==> config.mk <==
export PLATFORM = sky130hd
export DESIGN_NAME = mcpu_ctrl_seq
export DESIGN_NICKNAME = d
export VERILOG_FILES = /design/src/rtl/mcpu_pkg.sv /design/src/rtl/mcpu_regfile.sv /design/src/rtl/mcpu_ctrl_seq.sv
export SDC_FILE = /design/constraint.sdc
export NUM_CORES = 1
export LEC_CHECK = 0
export ABC_AREA = 1
export CAP_MARGIN = 30
export CORE_MARGIN = 1
export CORE_UTILIZATION = 45
export CTS_CLUSTER_DIAMETER = 40
export DETAILED_ROUTE_END_ITERATION = 16
export PLACE_DENSITY = 0.77
export SLEW_MARGIN = 20
export SYNTH_ARGS = -nofsm -noshare
export SYNTH_HDL_FRONTEND = slang
export SYNTH_SLANG_ARGS = --single-unit
==> constraint.sdc <==
create_clock -name clk -period 2.1 [get_ports clk]
set_clock_uncertainty 0.05 [all_clocks]
set_input_delay 0.21 -clock clk [delete_from_list [all_inputs] [get_ports clk]]
set_output_delay 0.21 -clock clk [all_outputs]
set_load 0.05 [all_outputs]
==> src/rtl/mcpu_pkg.sv <==
// Shared encodings for the microcpu control sequencer.
// Commands, instruction classes, FSM states and field positions.
package mcpu_pkg;

  localparam logic [1:0] CMD_AND = 2'd0;
  localparam logic [1:0] CMD_OR  = 2'd1;
  localparam logic [1:0] CMD_XOR = 2'd2;
  localparam logic [1:0] CMD_ADD = 2'd3;

  localparam logic [1:0] CLS_ALU  = 2'd0;
  localparam logic [1:0] CLS_LDI  = 2'd1;
  localparam logic [1:0] CLS_JMP  = 2'd2;
  localparam logic [1:0] CLS_HALT = 2'd3;

  localparam logic [2:0] IDLE   = 3'd0;
  localparam logic [2:0] FETCH  = 3'd1;
  localparam logic [2:0] DECODE = 3'd2;
  localparam logic [2:0] EXEC   = 3'd3;
  localparam logic [2:0] HALT   = 3'd4;

  localparam int CLS_MSB = 7;
  localparam int CLS_LSB = 6;
  localparam int CMD_MSB = 5;
  localparam int CMD_LSB = 4;
  localparam int RD_MSB  = 3;
  localparam int RD_LSB  = 2;
  localparam int RS_MSB  = 1;
  localparam int RS_LSB  = 0;
  localparam int LRD_MSB = 5;
  localparam int LRD_LSB = 4;
  localparam int IMM_MSB = 3;
  localparam int IMM_LSB = 0;
  localparam int TGT_MSB = 5;
  localparam int TGT_LSB = 0;

endpackage

==> src/rtl/mcpu_regfile.sv <==
// 4-entry register file for the microcpu.
// One write port, three asynchronous read ports.
module mcpu_regfile
  import mcpu_pkg::*;
#(
  parameter int WORD_SIZE = 4
) (
  input  logic                 clk,
  input  logic                 rst_n,
  input  logic                 we,
  input  logic [1:0]           wa,
  input  logic [WORD_SIZE-1:0] wd,
  input  logic [1:0]           ra0,
  output logic [WORD_SIZE-1:0] rd0,
  input  logic [1:0]           ra1,
  output logic [WORD_SIZE-1:0] rd1,
  input  logic [1:0]           ra2,
  output logic [WORD_SIZE-1:0] rd2
);

  logic [WORD_SIZE-1:0] r [4];

  always_ff @(posedge clk or negedge rst_n) begin
    if (!rst_n) begin
      for (int i = 0; i < 4; i++) r[i] <= '0;
    end else if (we) begin
      r[wa] <= wd;
    end
  end

  assign rd0 = r[ra0];
  assign rd1 = r[ra1];
  assign rd2 = r[ra2];

endmodule

==> src/rtl/mcpu_ctrl_seq.sv <==
// Fetch/decode/issue sequencer feeding MCPU_Alu.
// Three cycles per instruction: FETCH, DECODE, EXEC.
module mcpu_ctrl_seq
  import mcpu_pkg::*;
#(
  parameter int CMD_SIZE   = 2,
  parameter int WORD_SIZE  = 4,
  parameter int ADDR_SIZE  = 6,
  parameter int INSTR_SIZE = 8
) (
  input  logic                   clk,
  input  logic                   rst_n,
  input  logic                   start,
  output logic [ADDR_SIZE-1:0]   instr_addr,
  output logic                   instr_rd,
  input  logic [INSTR_SIZE-1:0]  instr_data,
  output logic [CMD_SIZE-1:0]    alu_opcode,
  output logic [WORD_SIZE-1:0]   alu_r1,
  output logic [WORD_SIZE-1:0]   alu_r2,
  input  logic [2*WORD_SIZE-1:0] alu_out,
  input  logic                   alu_overflow,
  output logic                   busy,
  output logic                   halted,
  output logic                   ovf_flag,
  input  logic [1:0]             dbg_sel,
  output logic [WORD_SIZE-1:0]   dbg_data
);

  logic [2:0]            state, state_nx;
  logic [ADDR_SIZE-1:0]  pc;
  logic [INSTR_SIZE-1:0] ir;
  logic [1:0]            cls;
  logic                  we;
  logic [1:0]            wa;
  logic [WORD_SIZE-1:0]  wd;
  logic [WORD_SIZE-1:0]  rd_data;
  logic [WORD_SIZE-1:0]  rs_data;
  logic                  unused_alu_hi;

  assign cls           = ir[CLS_MSB:CLS_LSB];
  assign instr_addr    = pc;
  assign instr_rd      = (state == FETCH);
  assign busy          = (state == FETCH) ||
                         (state == DECODE) ||
                         (state == EXEC);
  assign halted        = (state == HALT);
  assign unused_alu_hi = ^alu_out[2*WORD_SIZE-1:WORD_SIZE];

  // Operands are read straight off the ROM data during DECODE
  mcpu_regfile #(.WORD_SIZE(WORD_SIZE)) u_rf (
    .clk   (clk),
    .rst_n (rst_n),
    .we    (we),
    .wa    (wa),
    .wd    (wd),
    .ra0   (instr_data[RD_MSB:RD_LSB]),
    .rd0   (rd_data),
    .ra1   (instr_data[RS_MSB:RS_LSB]),
    .rd1   (rs_data),
    .ra2   (dbg_sel),
    .rd2   (dbg_data)
  );

  always_comb begin
    state_nx = state;
    unique case (state)
      IDLE,
      HALT:    if (start) state_nx = FETCH;
      FETCH:   state_nx = DECODE;
      DECODE:  state_nx = EXEC;
      EXEC:    state_nx = (cls == CLS_HALT) ? HALT : FETCH;
      default: state_nx = IDLE;
    endcase
  end

  always_comb begin
    we = 1'b0;
    wa = ir[RD_MSB:RD_LSB];
    wd = alu_out[WORD_SIZE-1:0];
    if (state == EXEC) begin
      unique case (1'b1)
        cls == CLS_ALU: we = 1'b1;
        cls == CLS_LDI: begin
          we = 1'b1;
          wa = ir[LRD_MSB:LRD_LSB];
          wd = WORD_SIZE'(ir[IMM_MSB:IMM_LSB]);
        end
        default: ;
      endcase
    end
  end

  always_ff @(posedge clk or negedge rst_n) begin
    if (!rst_n) begin
      state      <= IDLE;
      pc         <= '0;
      ir         <= '0;
      alu_opcode <= '0;
      alu_r1     <= '0;
      alu_r2     <= '0;
      ovf_flag   <= 1'b0;
    end else begin
      state <= state_nx;
      if ((state == IDLE || state == HALT) && start) begin
        pc       <= '0;
        ovf_flag <= 1'b0;
      end
      if (state == DECODE) begin
        ir <= instr_data;
        if (instr_data[CLS_MSB:CLS_LSB] == CLS_ALU) begin
          alu_opcode <= CMD_SIZE'(instr_data[CMD_MSB:CMD_LSB]);
          alu_r1     <= rd_data;
          alu_r2     <= rs_data;
        end
      end
      if (state == EXEC) begin
        unique case (1'b1)
          cls == CLS_ALU: begin
            ovf_flag <= ovf_flag | alu_overflow;
            pc       <= pc + ADDR_SIZE'(1);
          end
          cls == CLS_LDI: pc <= pc + ADDR_SIZE'(1);
          cls == CLS_JMP: pc <= ADDR_SIZE'(ir[TGT_MSB:TGT_LSB]);
          default: ;
        endcase
      end
    end
  end

endmodule
## Yosys cells after proc, flatten, opt, wreduce, memory -nomap -nowiden

Cells that the tools add are included.

| operators by class | value |
|---|---|
| $add $sub $neg | 1 |
| multiply operators | 0 |
| divide/modulo/power cells | 0 |
| order comparisons | 5 |
| eq/ne operators | 8 |
| shifts and indexed selects | 0 |
| mux-type cells | 27 |
| bitwise operators | 5 |
| reduce and logical (&&, ||, !) cells | 11 |

Operators with widths:

| operator | number |
|---|---|
| $mux W4 | 9 |
| $bmux W4 S2 | 3 |
| $bwmux W16 | 1 |
| $ge A3 B3 Y1 const B | 4 |
| $mux W6 | 2 |
| $not A2 Y3 | 4 |
| $pmux W3 S4 | 1 |
| $pmux W6 S2 | 1 |
| $demux W4 S2 | 1 |
| $add A6 B1 Y6 const B | 1 |
| $eq A3 B2 Y1 const B | 2 |
| $mux W3 | 2 |
| $mux W1 | 5 |
| $eq A2 B2 Y1 const B | 2 |
| $logic_not A2 Y1 | 2 |
| $mux W2 | 2 |
| $reduce_or A2 Y1 | 2 |
| $eq A3 B1 Y1 const B | 1 |
| $eq A3 B3 Y1 const B | 1 |
| $logic_not A3 Y1 | 1 |
| $logic_or A1 B1 Y1 | 3 |
| $lt A3 B1 Y1 const B | 1 |
| $eq A2 B1 Y1 const B | 1 |
| $logic_and A1 B1 Y1 | 2 |
| 3 further kinds | 3 |

| storage, ports and cells | value |
|---|---|
| bits in registers | 44 |
| latch bits | 0 |
| RAM bits | 0 |
| memory bits (read-only) | 0 |
| input port bits | 22 |
| output and inout bits | 24 |
| word-level logic and storage cells | 68 |
| memories | 0 |

## Logic depth before layout (Yosys ltp)

Gate-level depths: netlist (run 1).

| logic depth | value |
|---|---|
| word-level depth | 9 |
| mapped depth | 9 |

## By module

Synthesis (run 1) repeated with hierarchy kept, for this count alone.

| unflattened totals | value |
|---|---|
| cells, all modules | 357 |
| area, all modules | 2538.7 um^2 |

By module, submodules not included:

| module | times used | cells an instance | area each (um^2) | sequential area each (um^2) |
|---|---|---|---|---|
| mcpu_ctrl_seq | 1 | 176 | 1403.8 | 700.7 |
| mcpu_regfile | 1 | 181 | 1134.8 | 400.4 |

## Worst setup path after synthesis (run 1)

No wires, ideal clock.

| timing | value |
|---|---|
| path type | reg2reg |
| from | register state[2] |
| to | register state[1] |
| setup time | 0.069 ns |
| data arrival time | 1.818 ns |
| data required time | 1.981 ns |
| slack | 0.163 ns |
| cell stages (with the launch flop) | 3 |
| buffers on the path | 0 |
| period minus slack after synthesis | 1.937 ns |
| cell sequence | dfrtp_1 > nor3_1 > or2_2 |

RTL lines:

| what | line | RTL |
|---|---|---|
| from (decl) | mcpu_ctrl_seq.sv:29 | `logic [2:0] state, state_nx;` |
| from (signal assigned) | mcpu_ctrl_seq.sv:103 | `state <= state_nx;` |
| $eq A3 B1 Y1 | - |  |
| via instr_rd | mcpu_ctrl_seq.sv:15 | `output logic instr_rd,` |
| $pmux W3 S4 | mcpu_ctrl_seq.sv:66 | `unique case (state)` |

The timed path passes the listed nets, and every way through them passes these cells.
A chain may end at the register's enable or synchronous reset.

## Worst setup path after layout (run 1)

| timing | value |
|---|---|
| from | register state[1] |
| to | output port busy |

| on the way | value |
|---|---|
| longest elaborated chain between the ends | 3 |

RTL lines:

| what | line | RTL |
|---|---|---|
| $eq A3 B1 Y1 or $eq A3 B2 Y1 (tied branches) | mcpu_ctrl_seq.sv:43, mcpu_ctrl_seq.sv:44 |  |
| $logic_or A1 B1 Y1 | mcpu_ctrl_seq.sv:43 | `assign busy = (state == FETCH) \|\|` |
| $logic_or A1 B1 Y1 (*) | mcpu_ctrl_seq.sv:44 | `(state == DECODE) \|\|` |
| to (decl) | mcpu_ctrl_seq.sv:22 | `output logic busy,` |

Mark *: on every way between the ends. The rest lies on a longest branch, timed or not.

==> summary.txt, run 1 <==
Synth
  – Post-Syn Area: 0.00232 mm^2
  – Cells after synthesis: 301
  – Post-synthesis sequential area ratio: 47.5%
  – Post-synthesis compound-gate area fraction: between 10% and 20%
  – Synth Register Bits: 44
  – Largest family of logic cells by synthesized area: simple AND/OR/NAND/NOR gates
  – Post-synthesis adder-cell area fraction: less than 1%
  – Post-synthesis mux area share: 0%
  – Simple-gate share of the synthesized area: 26.9%
  – Yosys cell types: 27
  – Syn. warnings: 0
  – Syn Nets: 324
  – Syn_area_per_cell: a little under 8 um^2
  – XOR/XNOR share of the synthesized area: 0.378%

Clock network
  – CTS buffer count: 5
  – Worst-Skew Late Latency: around 0.3 ns
  – Setup Fix Bufs, Post-CTS: 0
  – H-tree depth: 2
  – Total clock sinks: 44
  – Cts hold-fix bufs: 1
  – Clock Tree Root: clkbuf_8
  – Resize count post-CTS: 0
  – Reg clk slew, reported paths: 0.08 ns
  – TritonCTS clock tree: done
  – Max Root-Sink Buffers: 2

GRT
  – Largest net degree at the start of global routing: between 40 and 50
  – First-pass GRT wire length: 8.95 mm
  – Tot GR Track Use: 22.2%
  – Initial antenna violation count: 0
  – Grt ovf: 0
  – Vias in the first global route: 1864

Critical path
  – Required @ worst endpoint: 1.84 ns
  – Crit end category: primary output
  – R2R cell count: 8
  – Critical path startpoint category: flop
  – Crit path to: busy
  – Reg2reg setup slack: ~0.36 ns
  – Critical Path AT: 1.69 ns
  – Worst Setup SP: state[1]$_DFFE_PN0P_
  – Crit Path Max Fanout: 4
  – Reg2reg end: u_rf.r[12]$_DFFE_PN0P_
  – Reg-to-Reg Start: state[1]$_DFFE_PN0P_
  – Kind of critical path: flop to primary output

STA
  – Min cycle time layout: 1.95 ns
  – Final Hold Fails: 0
  – Fin. max-slew vios: 0
  – Setup TNS: 0 ns
  – Final setup fails: 0
  – Fin crit share: 92.8%
  – Fmax: approximately 0.51 GHz
  – RSZ-0062 raised after global routing: false
  – Measured slew at the worst slew-check pin: 0.539 ns
  – Headroom to the max-slew limit: 64.1%

Placed design
  – Detailed placer's ending HPWL: 3.98 mm
  – Post-place instance area: 0.00281 mm^2
  – Port bufs: 41
  – GPL Wtd Cong: between 0.8 and 0.9

Final layout
  – Area Overhead vs Synth: 25.6%
  – Inserted Diodes: 0
  – Finished Cell Area: around 0.0029 mm^2
  – Fill cells: 430
  – Share of cells above drive strength 1: 9.62%
  – NumNets Final: 365

Detailed routing
  – Vias post-DR: 2113
  – Pre-antenna DRT Iters: 5
  – Initial DRC Count: roughly 140
  – Vias/cell: approximately 5.2
  – Final antenna-violating net count: 0
  – # DRC: 0
  – WL per Instance: ~13 um
  – Routed wire length: 5.37 mm

Floorplan
  – Top-level I/O count: 46
  – Die width: ~74 um
  – Initial core utilization: 47.8%
  – Total die area: about 0.0054 mm^2
  – Total core area: 0.00485 mm^2
  – Chip height: ~74 um
  – Rows: 25

Status
  – Status: complete, no violations

Worst hold path
  – Hold Path Class: primary input to flop

Pwr
  – Peak supply drop: 685 uV
  – Leakage power: 0.00135 uW
  – Power density over the cells: ~1600 mW/mm^2

Flow run
  – Maxcap violations: 0
[layout by cell type, fill, tap and decap left out, drive strengths merged, types with 2 or more instances in the layout]
| cell | instances |
|---|---|
| dfrtp | 44 |
| clkdlybuf4s50 | 34 |
| o211ai | 13 |
| nor3 | 2 |
| nand3 | 15 |
| inv | 28 |
| nand2 | 103 |
| clkbuf | 6 |
| a21oi | 20 |
| a31oi | 9 |
| buf | 9 |
| nor2 | 21 |
| clkinv | 3 |
| o21ai | 28 |
| or2 | 2 |
[worst min path at each step]
stage	from	endpoint	depth (start not counted)
final	instr_data[5]	alu_opcode[1]$_DFFE_PN0P_	3
after global routing	instr_data[5]	ir[5]$_DFFE_PN0P_	3
after CTS	instr_data[5]	alu_opcode[1]$_DFFE_PN0P_	3
after detailed placement	rst_n	alu_opcode[0]$_DFFE_PN0P_	2
after global placement	rst_n	alu_opcode[0]$_DFFE_PN0P_	2
after floorplan	rst_n	alu_opcode[0]$_DFFE_PN0P_	0
[synthesized netlist by cell type]
library cell | instances | area (um^2)
o21ai_1 | 4 | 20.0
buf_6 | 1 | 11.3
o211ai_1 | 13 | 97.6
o221ai_1 | 1 | 8.76
nand3_1 | 12 | 60.1
nor3_4 | 1 | 16.3
nor2_4 | 1 | 11.3
nand2_2 | 3 | 18.8
a31oi_1 | 9 | 56.3
a32o_1 | 1 | 10.0
nand2_1 | 100 | 375
nor2_1 | 15 | 56.3
nor2_2 | 5 | 31.3
ha_1 | 1 | 12.5
nand3b_1 | 1 | 7.51
clkinv_2 | 1 | 5.00
a21oi_1 | 20 | 100
xnor2_1 | 1 | 8.76
dfrtp_1 | 44 | 1100
clkbuf_1 | 7 | 26.3
nor3_1 | 1 | 5.00
buf_1 | 1 | 3.75
nand3_2 | 3 | 30.0
o21ai_0 | 24 | 120
buf_4 | 1 | 7.51
or2_2 | 2 | 12.5
inv_1 | 28 | 105
[report_power, final]
part | switching, uW | internal, uW
Sequential | 347 | 1250
Combinational | 1600 | 813
Clock | 282 | 262
Total | 2230 | 2330
[through the flow]
step,utilization [%],std cells,setup WS (ns),hold WS [ns],total power (uW)
6_report,60.1,410,0.151,0.432,4560
5_1_grt,60.1,410,0.0691,0.456,4870
4_1_cts,60.1,410,0.144,0.432,4570
3_5_place_dp,57.9,401,0.232,0.269,4000
3_3_place_gp,57.9,401,0.255,0.268,3950
2_1_floorplan,-,301,0.163,-0.136,3190
[cells by family (layout without fill, tap and decap cells)]
logic type / after synthesis / after routing
buffers and inverters: 39 / 81
adders and majority gates: 1 / 1
DFF: 44 / 44
AOI/OAI and AO/OA: 72 / 72
xor gates and xnor gates: 1 / 1
and+or+nand+nor: 144 / 144
[layout make-up]
cell class	count	area [um^2]	area share, %
multi-input cells	218	1060	36.4
clock inverters	2	10.0	0.344
clock buffers	6	82.6	2.84
repair buffers	44	465	16.0
flip-flops and latches	44	1100	37.8
inverters	29	110	3.78
well taps	67	83.8	2.88
[sequential cells by signal (all words and copies together) (netlist names)]
name	flops
alu_r2	4
alu_r1	4
ovf_flag	1
ir	8
u_rf.r	16
alu_opcode	2
instr_addr	6
state	3
[worst max-delay path: stages, from the launching register on]
cell and delay [ns]:
dfrtp_1 0.41, nor2_1 0.09, nor2_1 0.08, clkdlybuf4s50_1 0.80
[per-layer routing]
layer  vias up  GRT usage [%]  share of wire, %
met2        62           32.9                45
met5         -              0                 0
met3         4           4.94               5.7
met4         0           7.05               1.2
met1       975           32.3                48
li1       1072              -                 -
Note: power is estimated with default switching activity, not from simulation.
==> inputs of run 2 (changes only) <==
Settings changed: CELL_PAD_IN_SITES_DETAIL_PLACEMENT set to 0, CELL_PAD_IN_SITES_GLOBAL_PLACEMENT set to 2, CORE_UTILIZATION 45 to 31, PLACE_DENSITY 0.77 to 0.89.
==> summary.txt, run 2 (synthesis results as in run 1) <==
GRT
  – Vias in the first global route: 1968 (+5.6%)
  – Tot GR Track Use: 16.8% (-5.5 points)
  – Initial antenna violation count: 0 (unchanged)
  – Grt ovf: 0 (unchanged)
  – Largest net degree at the start of global routing: 24 (-47%)
  – First-pass GRT wire length: 9.94 mm (+11%)

Final layout
  – Top reg by flops: u_rf.r
  – Max reg flops: 16 (unchanged)
  – Most common cell after layout, fill and taps aside: nand2_1
  – NumNets Final: 365 (unchanged)
  – Area Overhead vs Synth: 28.0%
  – Share of cells above drive strength 1: 9.36% (-0.26 points)
  – Inserted Diodes: 0 (unchanged)
  – Fin cells: 441 (+7.6%)
  – Most frequent cells in the layout: nand2_1 (100), dfrtp_1 (44), clkdlybuf4s50_1 (34), inv_1 (28), o21ai_0 (24)
  – Finished Cell Area: 0.00297 mm^2 (+1.9%)

Critical path
  – Crit Path Max Fanout: 5 (+1)
  – Kind of critical path: flop to primary output
  – Crit end category: primary output
  – Critical Path AT: 1.69 ns (about the same)
  – Critical path startpoint category: flop
  – Required @ worst endpoint: 1.84 ns (about the same)

Pwr
  – Power density over the cells: 1550 mW/mm^2 (-0.81%)
  – Flop pwr share: 34.9% (-0.2 points)
  – Switching Fraction: 48.8% (-0.15 points)
  – Internal cell power: 2360 uW (+1.4%)
  – Clock network power share: 12.8% (+0.8 points)
  – Comb power frac: 52.2% (-0.8 points)
  – Peak supply drop: 359 uV (-48%)
  – P_sw: 2250 uW (+0.79%)
  – Leakage power: 0.00135 uW (+0.29%)
  – Pwr Total: 4610 uW (+1.1%)

STA
  – Final Hold Fails: 0 (unchanged)
  – Min Hold Slack: 0.376 ns (-0.0554 ns)
  – Setup TNS: 0 ns (unchanged)
  – Headroom to the max-slew limit: 63.3% (-0.75 points)
  – Fin crit share: 92.7% (-0.14 points)
  – Fin. max-slew vios: 0 (unchanged)
  – Final setup fails: 0 (unchanged)
  – RSZ-0062 raised after global routing: false
  – Fmax: 0.514 GHz (+0.15%)
  – Measured slew at the worst slew-check pin: 0.550 ns (+0.0113 ns)
  – Min cycle time layout: 1.95 ns (-0.00284 ns)

Status
  – Status: complete, no violations

Clock network
  – Worst-Skew Late Latency: 0.30 ns (about the same)
  – Resize count post-CTS: 0 (unchanged)
  – H-tree depth: 2 (unchanged)
  – Max Root-Sink Buffers: 2 (unchanged)
  – CTS buffer count: 5 (unchanged)
  – Total clock sinks: 44 (unchanged)
  – Cts hold-fix bufs: 1 (unchanged)
  – TritonCTS clock tree: done
  – Clock Tree Root: clkbuf_8
  – Setup Fix Bufs, Post-CTS: 0 (unchanged)
  – Reg clk slew, reported paths: 0.08 ns (about the same)

Floorplan
  – Die width: 88.5 um (+20%)
  – Initial core utilization: 32.0% (-16 points)
  – Total die area: 0.00783 mm^2 (+44%)
  – Total core area: 0.00725 mm^2 (+50%)
  – Rows: 31 (+24%)
  – Top-level I/O count: 46 (unchanged)
  – Chip height: 88.5 um (+20%)

Flow run
  – Maxcap violations: 0 (unchanged)

Detailed routing
  – Vias post-DR: 2091 (-1.0%)
  – Routed wire length: 5.97 mm (+11%)
  – Pre-antenna DRT Iters: 5 (unchanged)
  – Final antenna-violating net count: 0 (unchanged)
  – Vias/cell: 4.74 (-8.0%)
  – # DRC: 0 (unchanged)
  – Initial DRC Count: 140 (+2.2%)
  – WL per Instance: 13.5 um (+3.4%)

Placed design
  – Detailed placer's ending HPWL: 4.43 mm (+11%)
  – Port bufs: 41 (unchanged)
  – GPL Wtd Cong: 0.808 (-7.1%)
  – Post-place instance area: 0.00286 mm^2 (+1.9%)
  – Placed Cells incl. Taps: 433 (+8.0%)

Worst hold path
  – Hold Path Class: primary input to async pin
## run 2: cell count changes in the layout (fill, tap and decap cells not counted)
cell,before,now
buf_4,4,3
clkbuf_8,6,7
clkinv_2,3,1
buf_12,4,5
## run 2: final timing paths
path	slack (ns)	endpoint	cells after the start	start
max reg2reg	0.43	u_rf.r[4]$_DFFE_PN0P_	8	state[1]$_DFFE_PN0P_
min in group clk	0.44	ir[5]$_DFFE_PN0P_	3	instr_data[5]
max in group asynchronous	1.12	ir[6]$_DFFE_PN0P_	3	rst_n
max	0.15	busy	2	state[2]$_DFFE_PN0P_
min	0.38	alu_r2[3]$_DFFE_PN0P_	2	rst_n
min reg2reg	0.44	u_rf.r[8]$_DFFE_PN0P_	2	u_rf.r[8]$_DFFE_PN0P_
## run 2: metrics by stage
stage | utilization [%] | setup WS (ns)
after floorplan | - | 0.163
after global placement | 39.5 | 0.229
after detailed placement | 39.5 | 0.207
after CTS | 40.9 | 0.143
after global routing | 40.9 | 0.0572
final | 40.9 | 0.154
## run 2: power groups by stage
stage | clock network (uW) | registers [uW] | logic [uW]
after global placement | 0 | 1610 | 2390
after floorplan | 0 | 2010 | 1180
after detailed placement | 0 | 1630 | 2410
final | 590 | 1610 | 2410
after global routing | 638 | 1680 | 2640
after CTS | 607 | 1610 | 2420
## run 2: layer usage
| layer | GRT usage (%) | up-vias | wire length [um] |
|---|---|---|---|
| met3 | 2.52 | 6 | 215 |
| met5 | 0 | - | 0 |
| li1 | - | 1075 | - |
| met2 | 25.5 | 39 | 2620 |
| met1 | 24.8 | 971 | 3070 |
| met4 | 4.40 | 0 | 70 |
## run 2: final cells by class
cell class	count	area [um^2]
Fill cell	770	4290
Clock buffer	7	96.3
Tap cell	99	124
Multi-Input combinational cell	218	1060
Sequential cell	44	1100
Inverter	29	110
Timing Repair Buffer	44	478
## run 2: worst max-delay path, stage by stage (launching register included)
cell and delay, ns:
dfrtp_1 0.46, nor2_1 0.12, clkdlybuf4s50_1 0.80
